## src/rtl/txn_pkg.sv

```systemverilog
// rtl/txn_pkg.sv - shared state, process and status encodings for the transaction sequencer
package txn_pkg;

    typedef enum logic [3:0] {
        S_IDLE        = 4'd0,
        S_FETCH       = 4'd1,
        S_LD_REG      = 4'd2,
        S_WAIT_PLAYER = 4'd3,
        S_LD_PLAYER   = 4'd4,
        S_WAIT_AMOUNT = 4'd5,
        S_LD_AMOUNT   = 4'd6,
        S_CHK_AMOUNT  = 4'd7,
        S_WAIT_KEY    = 4'd8,
        S_LD_KEY      = 4'd9,
        S_CHK_KEY     = 4'd10,
        S_COMMIT      = 4'd11,
        S_DONE        = 4'd12,
        S_REJECT      = 4'd13
    } state_e;

    localparam logic [2:0] PROC_IDLE   = 3'b000;
    localparam logic [2:0] PROC_AMOUNT = 3'b001;
    localparam logic [2:0] PROC_KEY    = 3'b010;
    localparam logic [2:0] PROC_COMMIT = 3'b011;

    localparam logic [1:0] STATUS_NONE       = 2'b00;
    localparam logic [1:0] STATUS_ACCEPTED   = 2'b01;
    localparam logic [1:0] STATUS_AMOUNT_REJ = 2'b10;
    localparam logic [1:0] STATUS_KEY_REJ    = 2'b11;

    function automatic logic state_busy(input state_e s);
        return !(s inside {S_IDLE, S_DONE, S_REJECT});
    endfunction

    function automatic logic [2:0] state_process(input state_e s);
        case (s)
            S_CHK_AMOUNT: return PROC_AMOUNT;
            S_CHK_KEY:    return PROC_KEY;
            S_COMMIT:     return PROC_COMMIT;
            default:      return PROC_IDLE;
        endcase
    endfunction

endpackage

```

## src/rtl/edge_detect.sv

```systemverilog
// rtl/edge_detect.sv - rising-edge detector; held sample resets high so a level held through reset never fires
module edge_detect (
    input  logic clock,
    input  logic reset,
    input  logic sig,
    output logic rise
);

    logic sig_d;
    logic sig_q;

    always_comb begin
        sig_d = sig;
    end

    always_ff @(posedge clock) begin
        if (reset) begin
            sig_q <= 1'b1;
        end else begin
            sig_q <= sig_d;
        end
    end

    assign rise = sig & ~sig_q;

endmodule

```

## src/rtl/transaction_control.sv

```systemverilog
// rtl/transaction_control.sv - sequencing FSM driving the transaction datapath: fetch, collect inputs, verify, commit
module transaction_control
    import txn_pkg::*;
#(
    parameter int MEM_LATENCY    = 1,
    parameter int AMOUNT_TIMEOUT = 16,
    parameter int KEY_TIMEOUT    = 255,
    parameter int KEY_ATTEMPTS   = 3
) (
    input  logic       clock,
    input  logic       reset,
    input  logic       go,
    input  logic       cancel,
    input  logic       done_step,
    output logic       mem_read,
    output logic       load_register,
    output logic       load_player,
    output logic       load_amount,
    output logic       load_key,
    output logic [2:0] process,
    output logic       mem_write,
    output logic       busy,
    output logic [1:0] status,
    output logic [3:0] state_dbg
);

    localparam int CNT_MAX_AK = (AMOUNT_TIMEOUT > KEY_TIMEOUT) ? AMOUNT_TIMEOUT : KEY_TIMEOUT;
    localparam int CNT_MAX    = (CNT_MAX_AK > MEM_LATENCY) ? CNT_MAX_AK : MEM_LATENCY;
    localparam int CNT_W      = $clog2(CNT_MAX + 1);
    localparam int ATT_W      = $clog2(KEY_ATTEMPTS + 1);

    state_e           state_d, state_q;
    logic [CNT_W-1:0] cnt_d, cnt_q;
    logic [ATT_W-1:0] attempts_d, attempts_q;
    logic [1:0]       status_d, status_q;
    logic             mem_read_d, mem_read_q;
    logic             load_register_d, load_register_q;
    logic             load_player_d, load_player_q;
    logic             load_amount_d, load_amount_q;
    logic             load_key_d, load_key_q;
    logic             mem_write_d, mem_write_q;
    logic             busy_d, busy_q;
    logic [2:0]       process_d, process_q;
    logic             go_edge;

    edge_detect u_go_edge (
        .clock (clock),
        .reset (reset),
        .sig   (go),
        .rise  (go_edge)
    );

    always_comb begin
        state_d    = state_q;
        cnt_d      = cnt_q;
        attempts_d = attempts_q;
        status_d   = status_q;

        if (cancel && state_busy(state_q) && (state_q != S_COMMIT)) begin
            state_d  = S_IDLE;
            status_d = STATUS_NONE;
        end else begin
            case (state_q)
                S_IDLE, S_DONE, S_REJECT: begin
                    if (go_edge) begin
                        state_d    = S_FETCH;
                        status_d   = STATUS_NONE;
                        attempts_d = '0;
                    end
                end
                S_FETCH: begin
                    if (cnt_q == CNT_W'(MEM_LATENCY - 1)) begin
                        state_d = S_LD_REG;
                    end else begin
                        cnt_d = cnt_q + CNT_W'(1);
                    end
                end
                S_LD_REG:      state_d = S_WAIT_PLAYER;
                S_WAIT_PLAYER: if (go_edge) state_d = S_LD_PLAYER;
                S_LD_PLAYER:   state_d = S_WAIT_AMOUNT;
                S_WAIT_AMOUNT: if (go_edge) state_d = S_LD_AMOUNT;
                S_LD_AMOUNT:   state_d = S_CHK_AMOUNT;
                // done_step in the entry cycle still reflects the previous process code
                S_CHK_AMOUNT: begin
                    if ((cnt_q != '0) && done_step) begin
                        state_d = S_WAIT_KEY;
                    end else if (cnt_q == CNT_W'(AMOUNT_TIMEOUT - 1)) begin
                        state_d  = S_REJECT;
                        status_d = STATUS_AMOUNT_REJ;
                    end else begin
                        cnt_d = cnt_q + CNT_W'(1);
                    end
                end
                S_WAIT_KEY: if (go_edge) state_d = S_LD_KEY;
                S_LD_KEY:   state_d = S_CHK_KEY;
                S_CHK_KEY: begin
                    if ((cnt_q != '0) && done_step) begin
                        state_d = S_COMMIT;
                    end else if (cnt_q == CNT_W'(KEY_TIMEOUT - 1)) begin
                        attempts_d = attempts_q + ATT_W'(1);
                        if (attempts_d < ATT_W'(KEY_ATTEMPTS)) begin
                            state_d = S_WAIT_KEY;
                        end else begin
                            state_d  = S_REJECT;
                            status_d = STATUS_KEY_REJ;
                        end
                    end else begin
                        cnt_d = cnt_q + CNT_W'(1);
                    end
                end
                S_COMMIT: begin
                    state_d  = S_DONE;
                    status_d = STATUS_ACCEPTED;
                end
                default: state_d = S_IDLE;
            endcase
        end

        if (state_d != state_q) begin
            cnt_d = '0;
        end

        // outputs are decoded from the next state so they are registered yet valid on entry
        mem_read_d      = (state_d == S_FETCH) && (state_q != S_FETCH);
        load_register_d = (state_d == S_LD_REG);
        load_player_d   = (state_d == S_LD_PLAYER);
        load_amount_d   = (state_d == S_LD_AMOUNT);
        load_key_d      = (state_d == S_LD_KEY);
        mem_write_d     = (state_d == S_COMMIT);
        busy_d          = state_busy(state_d);
        process_d       = state_process(state_d);
    end

    always_ff @(posedge clock) begin
        if (reset) begin
            state_q         <= S_IDLE;
            cnt_q           <= '0;
            attempts_q      <= '0;
            status_q        <= STATUS_NONE;
            mem_read_q      <= 1'b0;
            load_register_q <= 1'b0;
            load_player_q   <= 1'b0;
            load_amount_q   <= 1'b0;
            load_key_q      <= 1'b0;
            mem_write_q     <= 1'b0;
            busy_q          <= 1'b0;
            process_q       <= PROC_IDLE;
        end else begin
            state_q         <= state_d;
            cnt_q           <= cnt_d;
            attempts_q      <= attempts_d;
            status_q        <= status_d;
            mem_read_q      <= mem_read_d;
            load_register_q <= load_register_d;
            load_player_q   <= load_player_d;
            load_amount_q   <= load_amount_d;
            load_key_q      <= load_key_d;
            mem_write_q     <= mem_write_d;
            busy_q          <= busy_d;
            process_q       <= process_d;
        end
    end

    assign mem_read      = mem_read_q;
    assign load_register = load_register_q;
    assign load_player   = load_player_q;
    assign load_amount   = load_amount_q;
    assign load_key      = load_key_q;
    assign mem_write     = mem_write_q;
    assign busy          = busy_q;
    assign process       = process_q;
    assign status        = status_q;
    assign state_dbg     = state_q;

endmodule

```

## config.mk

```make
export PLATFORM = sky130hd
export DESIGN_NAME = transaction_control
export DESIGN_NICKNAME = d
export VERILOG_FILES = /design/src/rtl/txn_pkg.sv /design/src/rtl/edge_detect.sv /design/src/rtl/transaction_control.sv
export SDC_FILE = /design/constraint.sdc
export NUM_CORES = 1
export LEC_CHECK = 0
export CORE_ASPECT_RATIO = 1.4
export CORE_UTILIZATION = 50
export DETAILED_ROUTE_END_ITERATION = 12
export HOLD_SLACK_MARGIN = 0.02
export PLACE_DENSITY = 0.71
export SKIP_LAST_GASP = 1
export SYNTH_ARGS = -nofsm -noshare
export SYNTH_HDL_FRONTEND = slang
export SYNTH_SLANG_ARGS = --single-unit
```

## constraint.sdc

```tcl
create_clock -name clock -period 5.3 [get_ports clock]
set_clock_uncertainty 0.1 [all_clocks]
set_input_delay 1.325 -clock clock [delete_from_list [all_inputs] [get_ports clock]]
set_output_delay 1.325 -clock clock [all_outputs]
set_load 0.02 [all_outputs]
```

## Word level (Yosys, flattened, before mapping)

Index checks and enable logic that the tools add are counted.

- Output and inout port bits: 16
- Logic and storage cells: 106
- Flip-flop bits (word level): 27

- Add/sub/neg operators: 2
- Bitwise gates (word level): 3
- $lt $le $gt $ge: 1
- Reductions and logical operators: 21
- Eq/ne operators: 37
- Multiplexer cells: 29

Operators by type and width:

| kind | number |
|---|---|
| $pmux 4 s12 | 1 |
| $eq 4x4->1 const B | 11 |
| $mux 4 | 10 |
| $mux 8 | 5 |
| $eq 4x3->1 const B | 7 |
| $pmux 8 s3 | 1 |
| $ne 2x2->1 const B | 9 |
| $mux 2 | 8 |
| $reduce_and 7->1 | 2 |
| $eq 4x2->1 const B | 3 |
| $reduce_bool 3->1 | 3 |
| $add 8x1->8 const B | 1 |
| $eq 4x1->1 const B | 2 |
| $eq 8x4->1 const B | 1 |
| $eq 8x8->1 const B | 1 |
| $logic_not 4->1 | 2 |
| $logic_not 8->1 | 1 |
| $pmux 2 s4 | 1 |
| $reduce_bool 8->1 | 1 |
| $pmux 2 s3 | 1 |
| $reduce_and 5->1 | 1 |
| $logic_and 1x1->1 | 4 |
| $ne 4x1->1 const B | 1 |
| $ne 4x4->1 | 1 |
| 12 further kinds | 15 |

## Logic depth before layout (Yosys ltp)

Gate-level depths: netlist (run 1).

- Depth in word-level cells: 10
- Gate-level depth with buffers: 10
- Mapped depth without buffers: 10

## Cells and area by module

Synthesis (run 1) repeated with hierarchy kept, for this count alone.

- Cells, all modules: 195
- Area total of the unflattened synthesis: 1670.4 sq um

Modules (own cells, without submodules):

| module | seq. area each (sq um) | instances | area each (sq um) | cells each |
|---|---|---|---|---|
| transaction_control | 500.5 | 1 | 1637.8 | 192 |
| edge_detect | 20.0 | 1 | 32.5 | 3 |

## Worst setup path after synthesis (run 1)

OpenSTA, ideal clock, no wires.

- Path type: input -> register
- Start: in go
- End: reg load_key_q, in the netlist load_key
- Buffers on the path: 1
- Arrival time: 2743 ps
- Required time: 5122 ps
- Slack: 2380 ps
- Stages on the path: 7
- Cell sequence: nor2b_1 -> clkbuf_1 -> o21ai_0 -> a221oi_1 -> a21o_1 -> or2b_1 -> nor3_1

- Longest elaborated chain between the ends: 5
- Elaborated cells on any way between the ends: 8
- Those cells by class: 1 x eq/ne; 6 x mux; 1 x bitwise

RTL lines:

| item | RTL line | RTL |
|---|---|---|
| from (decl) | transaction_control.sv:12 | `input logic go,` |
| $and 1x1->1 * | edge_detect.sv:24 | `assign rise = sig & ~sig_q;` |
| $mux 4 (on tied branches) | -- |  |
| $pmux 4 s12 * | transaction_control.sv:63 | `case (state_q)` |
| $mux 4 * | transaction_control.sv:59 | `if (cancel && state_busy(state_q) && (state_q != S_COMMIT)) begin` |
| $eq 4x4->1 * | transaction_control.sv:128 | `load_key_d = (state_d == S_LD_KEY);` |
| to (signal assigned) | transaction_control.sv:157 | `load_key_q <= load_key_d;` |
| to (decl) | transaction_control.sv:40 | `logic load_key_d, load_key_q;` |

Every way passes the cells marked *; elsewhere a longest branch is shown, timed or not.
A chain may end at the register's enable or synchronous reset.

## Worst setup path in the final report (run 1)

- Start: in go
- End: reg mem_read_q, in the netlist mem_read

- Longest elaborated chain between the ends: 6
- Elaborated cells on any way between the ends: 9
- Those cells by class: 1 x eq/ne; 6 x mux; 1 x bitwise; 1 x reduce/logical

RTL lines:

| item | RTL line | RTL |
|---|---|---|
| $and 1x1->1 * | edge_detect.sv:24 |  |
| $mux 4 (on tied branches) | -- |  |
| $pmux 4 s12 * | transaction_control.sv:63 |  |
| $mux 4 * | transaction_control.sv:59 |  |
| $eq 4x1->1 * | transaction_control.sv:124 | `mem_read_d = (state_d == S_FETCH) && (state_q != S_FETCH);` |
| $logic_and 1x1->1 * | transaction_control.sv:124 |  |
| to (signal assigned) | transaction_control.sv:153 | `mem_read_q <= mem_read_d;` |
| to (decl) | transaction_control.sv:36 | `logic mem_read_d, mem_read_q;` |

Marks and branches as above.

==> results of run 1 <==
==> path summary, 6_finish.rpt <==
check,start,endpoint,slack [ns],cells past startpoint
max,go,mem_read,1.75,7
min,status[0],status[0],0.38,2
max reg2reg,state_dbg[2],cnt_q[6],2.39,5
min reg2reg,status[0],status[0],0.38,2
==> Yosys cell counts, drive strengths merged, types with 3 or more instances <==
master	instances
or4	3
a21oi	13
a22oi	3
or2	4
nor2	23
nor3	10
a211oi	4
nand2	15
clkbuf	4
nor2b	3
or3	3
a21o	3
nor4	4
o21ai	10
dfxtp	26
xnor2	7
and3	4
nand3	5
o32ai	4
mux2i	3
inv	10
nand2b	4
ha	4
o31ai	3
buf	7
==> layout make-up <==
type | instances | area (um^2) | area share, %
sequential | 26 | 520.5 | 26.70
clock inverter | 1 | 30.03 | 1.540
inverter | 10 | 37.54 | 1.926
clock buffer | 3 | 41.29 | 2.118
multi-input combinational | 167 | 1081 | 55.46
timing repair buffer | 19 | 190.2 | 9.756
tap | 39 | 48.80 | 2.503
==> report_power, final <==
group          switching, mW  total, mW  internal [mW]
registers             0.0410      0.253          0.212
clock network         0.0624      0.163          0.101
logic                  0.177      0.308          0.131
==> metrics by stage <==
step           std cells  utilization (%)  total power, mW
3_5_place_dp         261            59.00           0.5584
3_3_place_gp         261            59.00           0.5562
2_1_floorplan        214                -           0.4726
4_1_cts              265            61.24           0.7242
6_report             265            61.24           0.7243
5_1_grt              265            61.24           0.7633
==> critical path, stage by stage <==
cell             delay [ns]
clkdlybuf4s50_1        0.52
nor2b_1                0.48
o21ai_0                0.18
a221oi_1               0.45
a21o_1                 0.23
or2b_1                 0.28
nor3_1                 0.18
==> state kept, by name, indices dropped and copies added (netlist names) <==
name,flops
status,2
u_go_edge.sig_q,1
state_dbg,4
attempts_q,2
process,2
load_player,1
load_key,1
load_register,1
load_amount,1
cnt_q,8
mem_write,1
mem_read,1
busy,1
==> logic make-up after synthesis <==
logic type | count (synthesis) | synth area share (%)
simple gates | 95 | 31.12
compound gates | 55 | 22.71
flops | 26 | 30.68
buf+inv | 21 | 5.604
xor+xnor | 7 | 3.614
mux | 5 | 3.097
fa+ha+maj | 4 | 2.950
other cells | 1 | 0.2210
==> per-layer routing <==
| metal | share of wire (%) | vias to the layer above | global-route usage, % |
|---|---|---|---|
| met3 | 5.6 | 10 | 4.301 |
| met2 | 51 | 68 | 44.59 |
| li1 | - | 812 | - |
| met4 | 1.9 | 0 | 8.709 |
| met5 | 0 | - | 0 |
| met1 | 41 | 781 | 28.76 |
==> flow_summary_export.csv, run 1 <==
group,metric,value,unit
finish,layout_commonest_cell,"dfxtp_1",
sta,max-slew-margin-rel,39.08,%
clock_tree,cts.sinks,26,
power_and_ir_drop,vdd_drop_max,0.0002468,V
clock_tree,post_cts_buffers,0,
yosys,ys_ff_latch,26,
yosys,syn-mean-instance-area,7.928,um^2
clock_tree,cts-resized-gates,0,
sta,max_slew.worst_pin.slew,0.9126,ns
yosys,ys.warnings.count,0,
finish,nets,236,
finish,final_cell_area,0.001949,mm^2
route,drc,0,
yosys,synth-edff-count,0,
clock_tree,cts_root_buf,"clkbuf_8",
place,post-place-ws,1.537,ns
global_route,grt_pass1_vias,1634,
floorplan,fp.dieH,70.93,um
route,vias_per_cell,6.306,
yosys,netlist-cell-type-count,59,
power_and_ir_drop,p_leak,0.6563,nW
route,routedWlPerCell,16.10,um
place,gp_congestion,0.9523,
floorplan,die_area,0.003633,mm^2
route,drt_iter0_markers,75,
global_route,antenna_found_initial,0,
floorplan,placementRows,24,
sta,hold_ws,0.3766,ns
route,wirelength,4.266,mm
finish,antenna_cells,0,
route,first_pass_iters,4,
sta,finalCriticalPeriod,3.546,ns
floorplan,start_util,53.30,%
floorplan,die_w,51.23,um
clock_tree,cts_hold_buf,0,
floorplan,io_pins,21,
clock_tree,cts_buffers,3,
clock_tree,tritoncts,"yes",
sta,setup_viol,0,
sta,clock.fmax,0.2820,GHz
sta,finalHoldViolations,0,
yosys,yosys-top-cells-area,"dfxtp_1, nor2_1, a21oi_1, xnor2_1, nand2_1",
yosys,syn_inst,214,
flow_run,maxCapViolations,0,
worst_setup_path,critPathRequiredTime,5.39,ns
outcome,status,"completed",
yosys,ys.flop_type,"dfxtp_1",
finish,area.growth.synth_to_final,14.90,%
yosys,ys_seq_area_share,30.68,%
yosys,syn_nets,223,
yosys,async_flop_share,0,%
route,dr_total_vias,1671,
finish,drive_gt1_share,7.080,%
global_route,globalRoute.totalOverflow,0,
sta,fin_tns_setup,0,ns
yosys,synth_top_area_share,30.68,%
power_and_ir_drop,power_density,371.6,mW/mm^2
clock_tree,cts.clk_slew.worst_paths,0.09,ns
worst_setup_path,critical_path_arrival,3.64,ns
sta,setup_slack,1.754,ns
worst_setup_path,worst-setup-path-type,"in2reg",
worst_setup_path,path_max_fanout,8,
clock_tree,clock_path_buffers,2,
clock_tree,htree_levels,1,
worst_setup_path,startpoint_type,"input pin",
yosys,yosysTopAreaCell,"dfxtp_1",
sta,final-max-slew-violation-count,0,
route,ant_nets,0,
min_path,hold_class,"reg2reg",
place,postPlaceCellArea,0.001878,mm^2
place,io_buffers,19,
yosys,syn_area,0.001697,mm^2
finish,most-common-layout-cells,"dfxtp_1, nor2_1, clkdlybuf4s50_1",
global_route,grt_pass1_wl,7.107,mm
global_route,grt_max_degree,31,
floorplan,core_area,0.003183,mm^2
global_route,grt_usage,24.80,%
clock_tree,clock_latency,0.27,ns
place,dp_hpwl,3.124,mm
sta,rsz0062_at_grt,"no",
worst_setup_path,end_kind,"register",
sta,min_period_over_period,66.90,%
finish,fill_cells,311,
No activity file was read; power rests on OpenSTA's default activity.
==> run 2, diff against run 1 <==
clock period = 3.5 ns   (was 5.3 ns; I/O delays follow)
==> flow_summary_export.csv, run 2 (same netlist as run 1, synthesis figures left out) <==
group,metric,value,unit
outcome,status,"completed",
clock_tree,tritoncts,"yes",
floorplan,placementRows,24,
worst_setup_path,critPathRequiredTime,3.59,ns
clock_tree,post_cts_buffers,0,
floorplan,start_util,53.30,%
finish,nets,240,
finish,top_register,"cnt_q",
min_path,holdPathEnd,"status[0]",
worst_setup_path,r2r_end,"cnt_q[7]",
worst_setup_path,worst-setup-path-type,"in2reg",
clock_tree,htree_levels,1,
sta,max-slew-margin-rel,38.77,%
place,post-place-ws,0.2334,ns
route,wirelength,4.286,mm
power_and_ir_drop,power_density,559.0,mW/mm^2
power_and_ir_drop,internal_power,0.6789,mW
clock_tree,cts_hold_buf,0,
route,drc,0,
worst_setup_path,end_kind,"register",
sta,setup_viol,0,
floorplan,core_area,0.003183,mm^2
floorplan,die_area,0.003633,mm^2
worst_setup_path,path_max_fanout,6,
worst_setup_path,max_stage_delay,0.52,ns
power_and_ir_drop,combPwrFrac,43.8,%
finish,final_cell_area,0.001979,mm^2
power_and_ir_drop,seqPwrFrac,33.8,%
global_route,grt_max_degree,31,
power_and_ir_drop,clkPwrFrac,22.4,%
sta,rsz0062_at_grt,"no",
sta,finalHoldViolations,0,
finish,layout_commonest_cell,"dfxtp_1",
worst_setup_path,slowest_stage,"clkdlybuf4s50_1",
global_route,grt_pass1_vias,1557,
sta,finalCriticalPeriod,3.012,ns
finish,largest_reg_flops,8,
place,postPlaceCellArea,0.001908,mm^2
power_and_ir_drop,p_leak,0.6772,nW
global_route,globalRoute.totalOverflow,0,
floorplan,die_w,51.23,um
worst_setup_path,r2r-start,"state_dbg[2]",
finish,most-common-layout-cells,"dfxtp_1, nor2_1, clkdlybuf4s50_1",
clock_tree,clock_path_buffers,2,
min_path,hold_class,"reg2reg",
worst_setup_path,reg2reg_depth,6,
worst_setup_path,critical_path_arrival,3.10,ns
power_and_ir_drop,vdd_drop_max,0.0004668,V
floorplan,fp.dieH,70.93,um
sta,max_slew.worst_pin.slew,0.9172,ns
route,first_pass_iters,5,
flow_run,maxCapViolations,0,
floorplan,io_pins,21,
finish,antenna_cells,0,
global_route,grt_usage,24.39,%
min_path,worstHoldStart,"status[0]",
sta,setup_slack,0.4880,ns
clock_tree,cts_buffers,3,
global_route,antenna_found_initial,0,
clock_tree,cts_root_buf,"clkbuf_8",
clock_tree,cts.sinks,26,
route,vias_per_cell,6.257,
clock_tree,cts.clk_slew.worst_paths,0.09,ns
worst_setup_path,startpoint_type,"input pin",
route,drt_iter0_markers,75,
power_and_ir_drop,sw_frac_of_total,38.65,%
place,gp_congestion,0.9875,
finish,fill_cells,294,
sta,hold_ws,0.3738,ns
finish,drive_gt1_share,8.696,%
sta,min_period_over_period,86.06,%
place,dp_hpwl,3.222,mm
route,dr_total_vias,1683,
place,io_buffers,19,
power_and_ir_drop,power,1.107,mW
sta,fin_tns_setup,0,ns
route,ant_nets,0,
finish,area.growth.synth_to_final,16.67,%
sta,final-max-slew-violation-count,0,
worst_setup_path,rrSetupSlack,0.65,ns
route,routedWlPerCell,15.93,um
power_and_ir_drop,power_switching,0.4276,mW
sta,clock.fmax,0.3320,GHz
worst_setup_path,path_cells,"clkdlybuf4s50_1 > nor2b_1 > o21ai_0 > a221oi_1 > a21o_1 > or2b_1 > nor3_1",
clock_tree,cts-resized-gates,0,
clock_tree,clock_latency,0.27,ns
global_route,grt_pass1_wl,6.906,mm
min_path,hold_depth,2,
run 2: cell types whose count changed in the layout (fill, tap and decap cells not counted):
cell,change
buf_4,+4
run 2: power by group through the flow:
stage	registers (mW)	logic, mW	clock network, mW
floorplan	0.370	0.345	0
global placement	0.375	0.471	0
detailed placement	0.380	0.475	0
CTS	0.374	0.477	0.251
global route	0.380	0.521	0.258
finish	0.374	0.485	0.248
run 2: through the flow:
| step | util (%) | cells |
|---|---|---|
| 2_1_floorplan | - | 214 |
| 3_3_place_gp | 59.95 | 265 |
| 3_5_place_dp | 59.95 | 265 |
| 4_1_cts | 62.19 | 269 |
| 5_1_grt | 62.19 | 269 |
| 6_report | 62.19 | 269 |
run 2: critical path: cells and delay by family:
kind	cells	cell delay, ns
compound gates	3	0.86
buf+inv	1	0.52
simple gates	3	0.85
run 2: area by class of cell:
type / instances / area [um^2] / area share, %
Clock buffer: 3 / 41.29 / 2.086
Timing Repair Buffer: 23 / 220.2 / 11.13
Multi-Input combinational cell: 167 / 1081 / 54.61
Tap cell: 39 / 48.80 / 2.465
Sequential cell: 26 / 520.5 / 26.30
Clock inverter: 1 / 30.03 / 1.517
Inverter: 10 / 37.54 / 1.896
run 2: how the worst max path moves through the flow:
stage | from | endpoint
floorplan | go | load_key
global placement | go | load_register
detailed placement | go | mem_read
CTS | go | mem_read
global route | state_dbg[2] | cnt_q[7]
finish | go | mem_read
run 2: routing by layer:
layer  vias to the layer above  global-route usage, %  routed length, um
li1                        818                      -                  -
met1                       786                  27.78               1734
met2                        65                  44.88               2235
met3                        14                  2.796                191
met4                         0                  9.610                125
met5                         -                      0                  0
==> run 3, diff against run 2 <==
CORE_UTILIZATION = 55   (was 50)
PLACE_DENSITY = 0.79   (was 0.71)
==> flow_summary_export.csv, run 3 (same netlist as run 1, synthesis figures left out) <==
group,metric,value,unit
power_and_ir_drop,power_switching,0.4230,mW
route,dr_total_vias,1647,
power_and_ir_drop,power_density,563.2,mW/mm^2
floorplan,core_area,0.002907,mm^2
global_route,antenna_found_initial,0,
clock_tree,clock_latency,0.27,ns
route,drt_iter0_markers,76,
sta,finalHoldViolations,0,
floorplan,die_area,0.003314,mm^2
sta,final-max-slew-violation-count,0,
sta,min_period_over_period,89.22,%
power_and_ir_drop,power,1.101,mW
worst_setup_path,critPathRequiredTime,3.60,ns
worst_setup_path,path_max_fanout,8,
global_route,grt_pass1_wl,7.307,mm
clock_tree,cts_buffers,3,
clock_tree,tritoncts,"yes",
floorplan,placementRows,23,
global_route,grt_max_degree,31,
place,gp_congestion,0.9665,
finish,antenna_cells,0,
finish,multi_input_area,0.001081,mm^2
min_path,hold_depth,2,
finish,fill_cells,241,
worst_setup_path,critical_path_arrival,3.22,ns
floorplan,die_w,48.94,um
worst_setup_path,startpoint_type,"input pin",
power_and_ir_drop,clkPwrFrac,22.8,%
clock_tree,htree_levels,1,
finish,most-common-layout-cells,"dfxtp_1, nor2_1, clkdlybuf4s50_1",
finish,area.growth.synth_to_final,15.19,%
power_and_ir_drop,combPwrFrac,43.0,%
sta,setup_viol,0,
floorplan,io_pins,21,
power_and_ir_drop,sw_frac_of_total,38.43,%
worst_setup_path,r2r_end,"cnt_q[6]",
route,ant_nets,0,
min_path,hold_class,"reg2reg",
sta,clock.fmax,0.3202,GHz
clock_tree,clock_path_buffers,2,
worst_setup_path,worst-setup-path-type,"in2reg",
clock_tree,cts_root_buf,"clkbuf_8",
finish,largest_reg_flops,8,
place,io_buffers,19,
worst_setup_path,slowest_stage,"clkdlybuf4s50_1",
power_and_ir_drop,seqPwrFrac,34.2,%
route,wirelength,4.233,mm
sta,rsz0062_at_grt,"no",
finish,final_cell_area,0.001954,mm^2
power_and_ir_drop,vdd_drop_max,0.0003075,V
worst_setup_path,path_cells,"clkdlybuf4s50_1 > nor2b_1 > o21ai_0 > a221oi_1 > a21o_1 > or2b_1 > nor3_1",
route,vias_per_cell,6.239,
worst_setup_path,reg2reg_depth,5,
global_route,grt_usage,28.57,%
finish,seq_area,520.5,um^2
min_path,worstHoldStart,"status[0]",
clock_tree,post_cts_buffers,0,
outcome,status,"completed",
global_route,grt_pass1_vias,1572,
finish,layout_commonest_cell,"dfxtp_1",
worst_setup_path,crit_family,"simple AND/OR/NAND/NOR gates",
sta,setup_slack,0.3774,ns
sta,max-slew-margin-rel,38.71,%
flow_run,maxCapViolations,0,
clock_tree,cts_hold_buf,0,
power_and_ir_drop,internal_power,0.6777,mW
finish,final_util,67.24,%
place,postPlaceCellArea,0.001883,mm^2
clock_tree,cts.sinks,26,
worst_setup_path,rrSetupSlack,0.58,ns
floorplan,fp.dieH,67.72,um
global_route,globalRoute.totalOverflow,0,
clock_tree,cts-resized-gates,0,
worst_setup_path,r2r-start,"state_dbg[2]",
power_and_ir_drop,p_leak,0.6616,nW
finish,top_register,"cnt_q",
worst_setup_path,max_stage_delay,0.52,ns
finish,nets,237,
worst_setup_path,end_kind,"register",
route,first_pass_iters,4,
sta,max_slew.worst_pin.slew,0.9181,ns
place,dp_hpwl,3.141,mm
sta,fin_tns_setup,0,ns
route,drc,0,
worst_setup_path,crit_buf_inv,1,
route,routedWlPerCell,16.03,um
clock_tree,cts.clk_slew.worst_paths,0.09,ns
place,post-place-ws,0.1194,ns
min_path,holdPathEnd,"status[0]",
finish,drive_gt1_share,7.489,%
sta,finalCriticalPeriod,3.123,ns
floorplan,start_util,58.37,%
-- run 3: worst max-delay path by stage --
stage / startpoint / cells after the start / endpoint / slack (ns)
final: go / 7 / load_key / 0.38
after global routing: state_dbg[2] / 6 / cnt_q[1] / 0.29
after CTS: go / 7 / load_key / 0.42
after detailed placement: go / 7 / load_key / 0.12
after global placement: cancel / 7 / cnt_q[6] / 0.29
after floorplan: go / 7 / load_key / 1.03
-- run 3: area by class of cell --
class                   instances  area share [%]
multi-input cells             167           55.31
clock buffers                   3           2.113
inverters                      10           1.921
repair buffers                 20           10.12
clock inverters                 1           1.536
well taps                      37           2.369
flip-flops and latches         26           26.63
-- run 3: power by group through the flow --
stage                     Clock (mW)  Combinational (mW)  Sequential [mW]
after floorplan                    0               0.345            0.370
after global placement             0               0.459            0.379
after detailed placement           0               0.464            0.383
after CTS                      0.255               0.468            0.374
after global routing           0.269               0.517            0.384
final                          0.251               0.473            0.377
-- run 3: worst register-to-register path, stage by stage, from the launching register on --
cell,delay (ns)
dfxtp_1,0.93
nand2b_1,0.27
a21oi_1,0.51
o22ai_1,0.33
or4_1,0.54
a21oi_1,0.16
-- run 3: metrics by stage --
| step | instances | hold slack [ns] |
|---|---|---|
| after global placement | 260 | 0.3506 |
| after CTS | 264 | 0.3718 |
| after detailed placement | 260 | 0.3585 |
| after floorplan | 214 | 0.3646 |
| final | 264 | 0.3721 |
| after global routing | 264 | 0.3994 |
-- run 3: routing by layer --
metal / vias to the layer above / wire length, um / global-route usage, %
met2: 67 / 2159 / 52.26
li1: 814 / - / -
met5: - / 0 / 0
met3: 12 / 250 / 3.604
met4: 0 / 115 / 12.87
met1: 754 / 1707 / 33.24
